### src/rtl/tb_sim_ctrl_pkg.sv
// Shared types and constants for the simulation end-of-test controller.
package tb_sim_ctrl_pkg;

  typedef enum logic [1:0] {
    IDLE,
    RUN,
    DRAIN,
    DONE
  } sim_state_e;

  typedef enum logic [1:0] {
    NONE,
    TOHOST,
    HANG,
    TIMEOUT
  } end_cause_e;

  // Wide patterns; the controller keeps the low DATA_W-1 bits.
  localparam logic [63:0] EXIT_TIMEOUT = 64'hFFFF_FFFF_FFFF_FFFF;
  localparam logic [63:0] EXIT_HANG    = 64'hFFFF_FFFF_FFFF_FFFE;

  localparam int WDOG_CYCLES = 1024;
  localparam int WDOG_W      = $clog2(WDOG_CYCLES);
  localparam logic [WDOG_W-1:0] WDOG_LAST = WDOG_W'(WDOG_CYCLES - 1);

endpackage

### src/rtl/tb_sim_ctrl_sat_counter.sv
// Saturating up-counter: clr wins, hold freezes, inc advances until all-ones.
module sat_counter
  import tb_sim_ctrl_pkg::*;
#(
  parameter int W = 32
) (
  input  logic         clk,
  input  logic         reset,
  input  logic         i_clr,
  input  logic         i_inc,
  input  logic         i_hold,
  output logic [W-1:0] o_cnt
);

  logic [W-1:0] r_cnt;

  always_ff @(posedge clk) begin
    if (reset || i_clr) begin
      r_cnt <= '0;
    end else if (i_inc && !i_hold && !(&r_cnt)) begin
      r_cnt <= r_cnt + W'(1);
    end
  end

  assign o_cnt = r_cnt;

endmodule

### config.mk
export PLATFORM = sky130hd
export DESIGN_NAME = sat_counter
export DESIGN_NICKNAME = d
export VERILOG_FILES = /design/src/rtl/tb_sim_ctrl_pkg.sv /design/src/rtl/tb_sim_ctrl_sat_counter.sv
export SDC_FILE = /design/constraint.sdc
export NUM_CORES = 1
export LEC_CHECK = 0
export ABC_AREA = 1
export CAP_MARGIN = 10
export CORE_ASPECT_RATIO = 1.1
export CORE_MARGIN = 8
export CORE_UTILIZATION = 50
export CTS_CLUSTER_DIAMETER = 60
export DETAILED_ROUTE_END_ITERATION = 12
export PLACE_DENSITY = 0.87
export SYNTH_ARGS = -nofsm -noshare
export SYNTH_HDL_FRONTEND = slang
export SYNTH_SLANG_ARGS = --single-unit
### constraint.sdc
create_clock -name clk -period 4.31 [get_ports clk]
set_input_delay 0.6465 -clock clk [delete_from_list [all_inputs] [get_ports clk]]
set_output_delay 0.6465 -clock clk [all_outputs]
set_load 0.005 [all_outputs]
==> run metrics, run 1 <==
outcome=complete, no violations; largest net degree at the start of global routing=32; grt ovf=0; VDD IR max=about 0.19 mV; Syn Inst Count=330; share of cells above drive strength 1=0.0492; 1st-iter DRT viols=163; row count=24; die width=between 70 and 80 um; Crit path largest cell delay=~450 ps; leak pwr=around 0.87 nW; antenna diode count=0; most frequent cells in the layout=127 x nand2_1, 60 x nor2_1, 36 x clkdlybuf4s50_1; CTS root buffer=clkbuf_8; number of flops mapped to enable cells by yosys=0; skew final=~3.2 ps; pre-CTS WS=around 1800 ps; maximum clock rate=roughly 450 MHz; RR Endpoint=o_cnt[16]; via count=2143; placed inst area=around 2400 um^2; power density over cell area=250 nW/um^2; Via-to-Cell Ratio=5.13; clock sink count=32; die area=between 6000 and 7000 um^2; setup TNS=0 ps; CTS resizes=0; Clk pin slew, worst setup/hold paths=approximately 70 ps; post-synthesis area per instance=about 6.1 um^2; core area=a little under 4000 um^2; vias in the first global route=about 2000; R2R depth=10; Ports=37; Critical R2R Launch=o_cnt[0]; unrepaired setup endpoints after global routing=no; Max clock buf depth=2; CTS HTree Levels=2; CP arrival=between 2000 and 2500 ps; Hold Path Depth=2; syn nets=roughly 340; Distinct cells, synth=24; Crit path max-delay family=buffers and inverters; Primary FF master, synth=dfxtp_1; Port Buffers=36; endpoints failing hold=0; DIE HEIGHT=82.4 um; TritonCTS clock tree=built; total routed wirelength=approximately 5200 um; Final Cell Area=~2500 um^2; Util after Layout=0.633; most common cell after layout, fill and taps aside=nand2_1; Final Cycle Share=0.513; ys async rst share=0; Starting Density=0.514; WL/cell=12.4 um; first-pass GRT wire length=between 8000 and 9000 um; fill count=around 380; RD Place Congestion=between 0.9 and 1; cts hold-fix bufs=0; Buf+Inv Stages, Crit Path=3; CP Max Fanout=31; crit path kind=primary input to register; Overall Global Routing Usage=0.167; Area growth syn-to-layout=23.2%; flop-to-flop setup slack=around 2100 ps; synthesized cell area=~2000 um^2; Slew Limit Headroom=0.523; Worst-Margin Slew=approximately 700 ps; Num CTS Buffers=5; Post-DP HPWL=between 3000 and 4000 um; worst setup margin=2100 ps; post-layout min period=~2200 ps; Crit-path slowest cell=clkdlybuf4s50_1; # DRC=0; Slew Viols, Final=0; setup bufs post-CTS=0; Hold WC Path Type=register to register; number of flip-flops in the largest register=32; largest area contributor in the netlist=dfxtp_1; TritonRoute pass-1 iters=4; synthesis warning total=0; Max Cap Viol=0; endpoints failing setup=0; initial antenna violation count=0; post-synth top area share=0.319; post-synthesis register bit count=32; Endpoint, Worst Hold=o_cnt[8]; crit path launch=i_inc; Critical Path Start Type=primary input; register area share after synthesis=0.319; CP endpoint kind=register; Critical Path RT=roughly 4500 ps; synth top area cells=dfxtp_1 32%, nand2_1 24%, nor2_1 11%; Routed Antenna Nets=0; Hold Crit Start=o_cnt[8]; total power=approximately 0.6 mW; final net count=371; Cell Chain, Critical Path=clkdlybuf4s50_1, inv_1, nor2_1, nand2_4, inv_2, nand2_1, a21oi_1; Clk Latency, worst-skew pair=280 ps
[cells by family after synthesis]
family / Yosys count / share of synthesized area
buffers and inverters: 34 / 0.0823
AO/OA/AOI/OAI: 31 / 0.0774
flip-flops: 32 / 0.319
adder cells (fa/ha/maj): 1 / 0.00624
AND/OR/NAND/NOR: 217 / 0.449
XOR/XNOR: 15 / 0.0655
[tightest hold or removal path, cell delays in order, from the launching register on]
cell and delay (ps):
dfxtp_1 350, nand2_1 80, a21oi_1 50
[worst max-delay path by stage]
stage | endpoint | cells after the start
after floorplan | o_cnt[11] | 11
after global placement | o_cnt[15] | 8
after detailed placement | o_cnt[15] | 8
after CTS | o_cnt[20] | 7
after global routing | o_cnt[20] | 4
final | o_cnt[20] | 7
[where the power goes]
group / total, mW / switching (mW) / internal (mW)
Clock: 0.284 / 0.113 / 0.171
Sequential: 0.301 / 0.00299 / 0.298
Combinational: 0.0326 / 0.0202 / 0.0123
[per-stage QoR]
step / hold WS (ps) / cells
floorplan: 491 / 330
global placement: 498 / 410
detailed placement: 503 / 410
CTS: 516 / 418
global route: 535 / 418
finish: 518 / 418
[per-layer routing]
layer / GRT usage / share of wire
met1: 0.189 / 0.45
met2: 0.296 / 0.48
met3: 0.0444 / 0.052
met4: 0.0692 / 0.021
met5: 0 / 0
[cells in the mapped netlist, types with 3 or more instances]
master	number
a21oi_1	26
inv_1	24
nand2_1	127
nand3_1	11
o21ai_1	3
clkbuf_1	3
nand3b_1	5
and2_1	3
buf_6	5
xor2_1	13
dfxtp_1	32
nor2_1	60
[cell type report]
class,count,area (um^2),share of cell area
multi-input combinational,264,1200,0.486
sequential,32,641,0.259
timing repair buffer,36,360,0.146
inverter,26,97.6,0.0395
clock buffer,6,72.6,0.0294
tap,52,65.1,0.0263
clock inverter,2,35.0,0.0142
No activity file was read; power rests on OpenSTA's default activity.
==> run 2, diff against run 1 <==
Clock period 4.31 ns to 2.3 ns, I/O delays scaled along.
==> run 2 against run 1 <==
Compared with the run above:
- wire length fell by 1.8%
- clock power rose by 59%
- via count fell by 0.79%
- global-route usage barely moved
- sequential cell count did not move
- sequential power rose by 87%
==> run metrics, run 2 (synthesized netlist as in run 1, its figures left out) <==
outcome=complete, no violations; Area growth syn-to-layout=23.2% (unchanged); setup TNS=0 ps (unchanged); Slew Viols, Final=0 (unchanged); most common cell after layout, fill and taps aside=nand2_1; Routed Antenna Nets=0 (unchanged); die width=76.4 um (unchanged); Port Buffers=36 (unchanged); worst setup margin=252 ps (-1850 ps); DR WL met3=393 um (+47%); WL/cell=12.1 um (-2.3%); RR Endpoint=o_cnt[2]; Ports=37 (unchanged); endpoints failing setup=0 (unchanged); Hold Path Depth=2 (unchanged); Routed met1 length=2300 um (-1.4%); Clk Latency, worst-skew pair=290 ps (about the same); CP arrival=2230 ps (-180 ps); Overall Global Routing Usage=0.167 (-0.000271); CP Max Fanout=24 (-23%); 1st-iter DRT viols=123 (-25%); TritonCTS clock tree=built; Hold Crit Start=o_cnt[8]; total power=1.08 mW (+75%); DIE HEIGHT=82.4 um (unchanged); Slew Limit Headroom=0.570 (+0.0465); power density over cell area=436 nW/um^2 (+75%); routed wl met2=2230 um (-9.1%); Worst-Margin Slew=645 ps (-67.8 ps); Critical Path Start Type=register; CTS resizes=0 (unchanged); Non-Filler Instances=420 (+0.48%); first-pass GRT wire length=8640 um (+0.40%); CP endpoint kind=register; most frequent cells in the layout=127 x nand2_1, 60 x nor2_1, 36 x clkdlybuf4s50_1; VDD IR max=0.258 mV (+37%); pre-CTS WS=276 ps (-1520 ps); Max clock buf depth=2 (unchanged); maximum clock rate=roughly 500 MHz; Post-DP HPWL=3750 um (-0.31%); via count=2126 (-0.79%); Clk pin slew, worst setup/hold paths=60 ps (about the same); initial antenna violation count=0 (unchanged); Hold Slack=518 ps (+0.557 ps); endpoints failing hold=0 (unchanged); placed inst area=2380 um^2 (+0.64%); die area=6300 um^2 (unchanged); skew final=4.93 ps (+1.71 ps); Num CTS Buffers=5 (unchanged); leak pwr=0.873 nW (+0.62%); Via-to-Cell Ratio=5.06 (-1.3%); TritonRoute pass-1 iters=4 (unchanged); core area=3900 um^2 (unchanged); share of cells above drive strength 1=0.0571 (+0.00788); Max Cap Viol=0 (unchanged); R2R depth=10 (unchanged); cts hold-fix bufs=0 (unchanged); RD Place Congestion=0.924 (-2.9%); flop-to-flop setup slack=250 ps (-1860 ps); CTS root buffer=clkbuf_8; Final Cycle Share=0.890; vias in the first global route=1938 (-2.8%); number of flip-flops in the largest register=32 (unchanged); max layer used=met4; post-layout min period=about 2000 ps; grt ovf=0 (unchanged); fill count=380 (-1.0%); Final Cell Area=2470 um^2 (unchanged); Endpoint, Worst Hold=o_cnt[8]; Critical R2R Launch=o_cnt[0]; Cell Chain, Critical Path=ha_1, nand2_1, nor2_4, nand2_2, nor2_4, nand2_2, nand2_4, inv_2, o21ai_0, nor2_1; antenna diode count=0 (unchanged); Crit-path slowest cell=dfxtp_1; Util after Layout=0.633 (unchanged); total routed wirelength=5070 um (-1.8%); Starting Density=0.514 (unchanged); clock sink count=32 (unchanged); CTS HTree Levels=2 (unchanged); Critical Path RT=2480 ps (-2030 ps); # DRC=0 (unchanged); crit path kind=register to register; row count=24 (unchanged); unrepaired setup endpoints after global routing=no; Cells after DPL=412 (+0.49%); Hold WC Path Type=register to register; setup bufs post-CTS=0 (unchanged); Crit path largest cell delay=400 ps (-50 ps); largest net degree at the start of global routing=25 (-22%); final net count=373 (+0.54%)
run 2: cell types whose count changed in the layout (fill, tap and decap cells not counted):
cell | before | now
clkbuf_1 | 1 | 0
clkbuf_8 | 5 | 6
clkinv_2 | 1 | 2
buf_4 | 0 | 2
bufinv_16 | 1 | 0
run 2: critical path: cells and delay by family (launching register included):
kind,cells,cell delay (ps)
buf+inv,1,210
simple gates,7,900
compound gates,1,220
fa+ha+maj,1,190
flops,1,400
run 2: area by class of cell:
class	instances	area (um^2)	area share
Clock buffer	6	82.6	0.0334
Multi-Input combinational cell	264	1200	0.486
Tap cell	52	65.1	0.0263
Inverter	26	97.6	0.0395
Clock inverter	2	10.0	0.00405
Timing Repair Buffer	38	375	0.152
Sequential cell	32	641	0.259
run 2: how the worst max path moves through the flow:
stage	depth (start not counted)	endpoint	start	slack, ps
floorplan	11	o_cnt[11]	o_cnt[0]	690
detailed placement	10	o_cnt[2]	o_cnt[0]	280
global placement	8	o_cnt[15]	i_inc	280
global route	10	o_cnt[16]	o_cnt[0]	70
CTS	10	o_cnt[2]	o_cnt[0]	260
finish	10	o_cnt[2]	o_cnt[0]	250
run 2: report_power, final:
| part | internal, mW | switching (mW) |
|---|---|---|
| registers | 0.558 | 0.00565 |
| logic | 0.0253 | 0.0377 |
| clock network | 0.238 | 0.212 |
run 2: routing by layer:
metal	vias to the layer above	GRT usage
met2	86	0.268
met3	16	0.0465
met5	-	0
met4	0	0.0942
met1	928	0.200
li1	1096	-
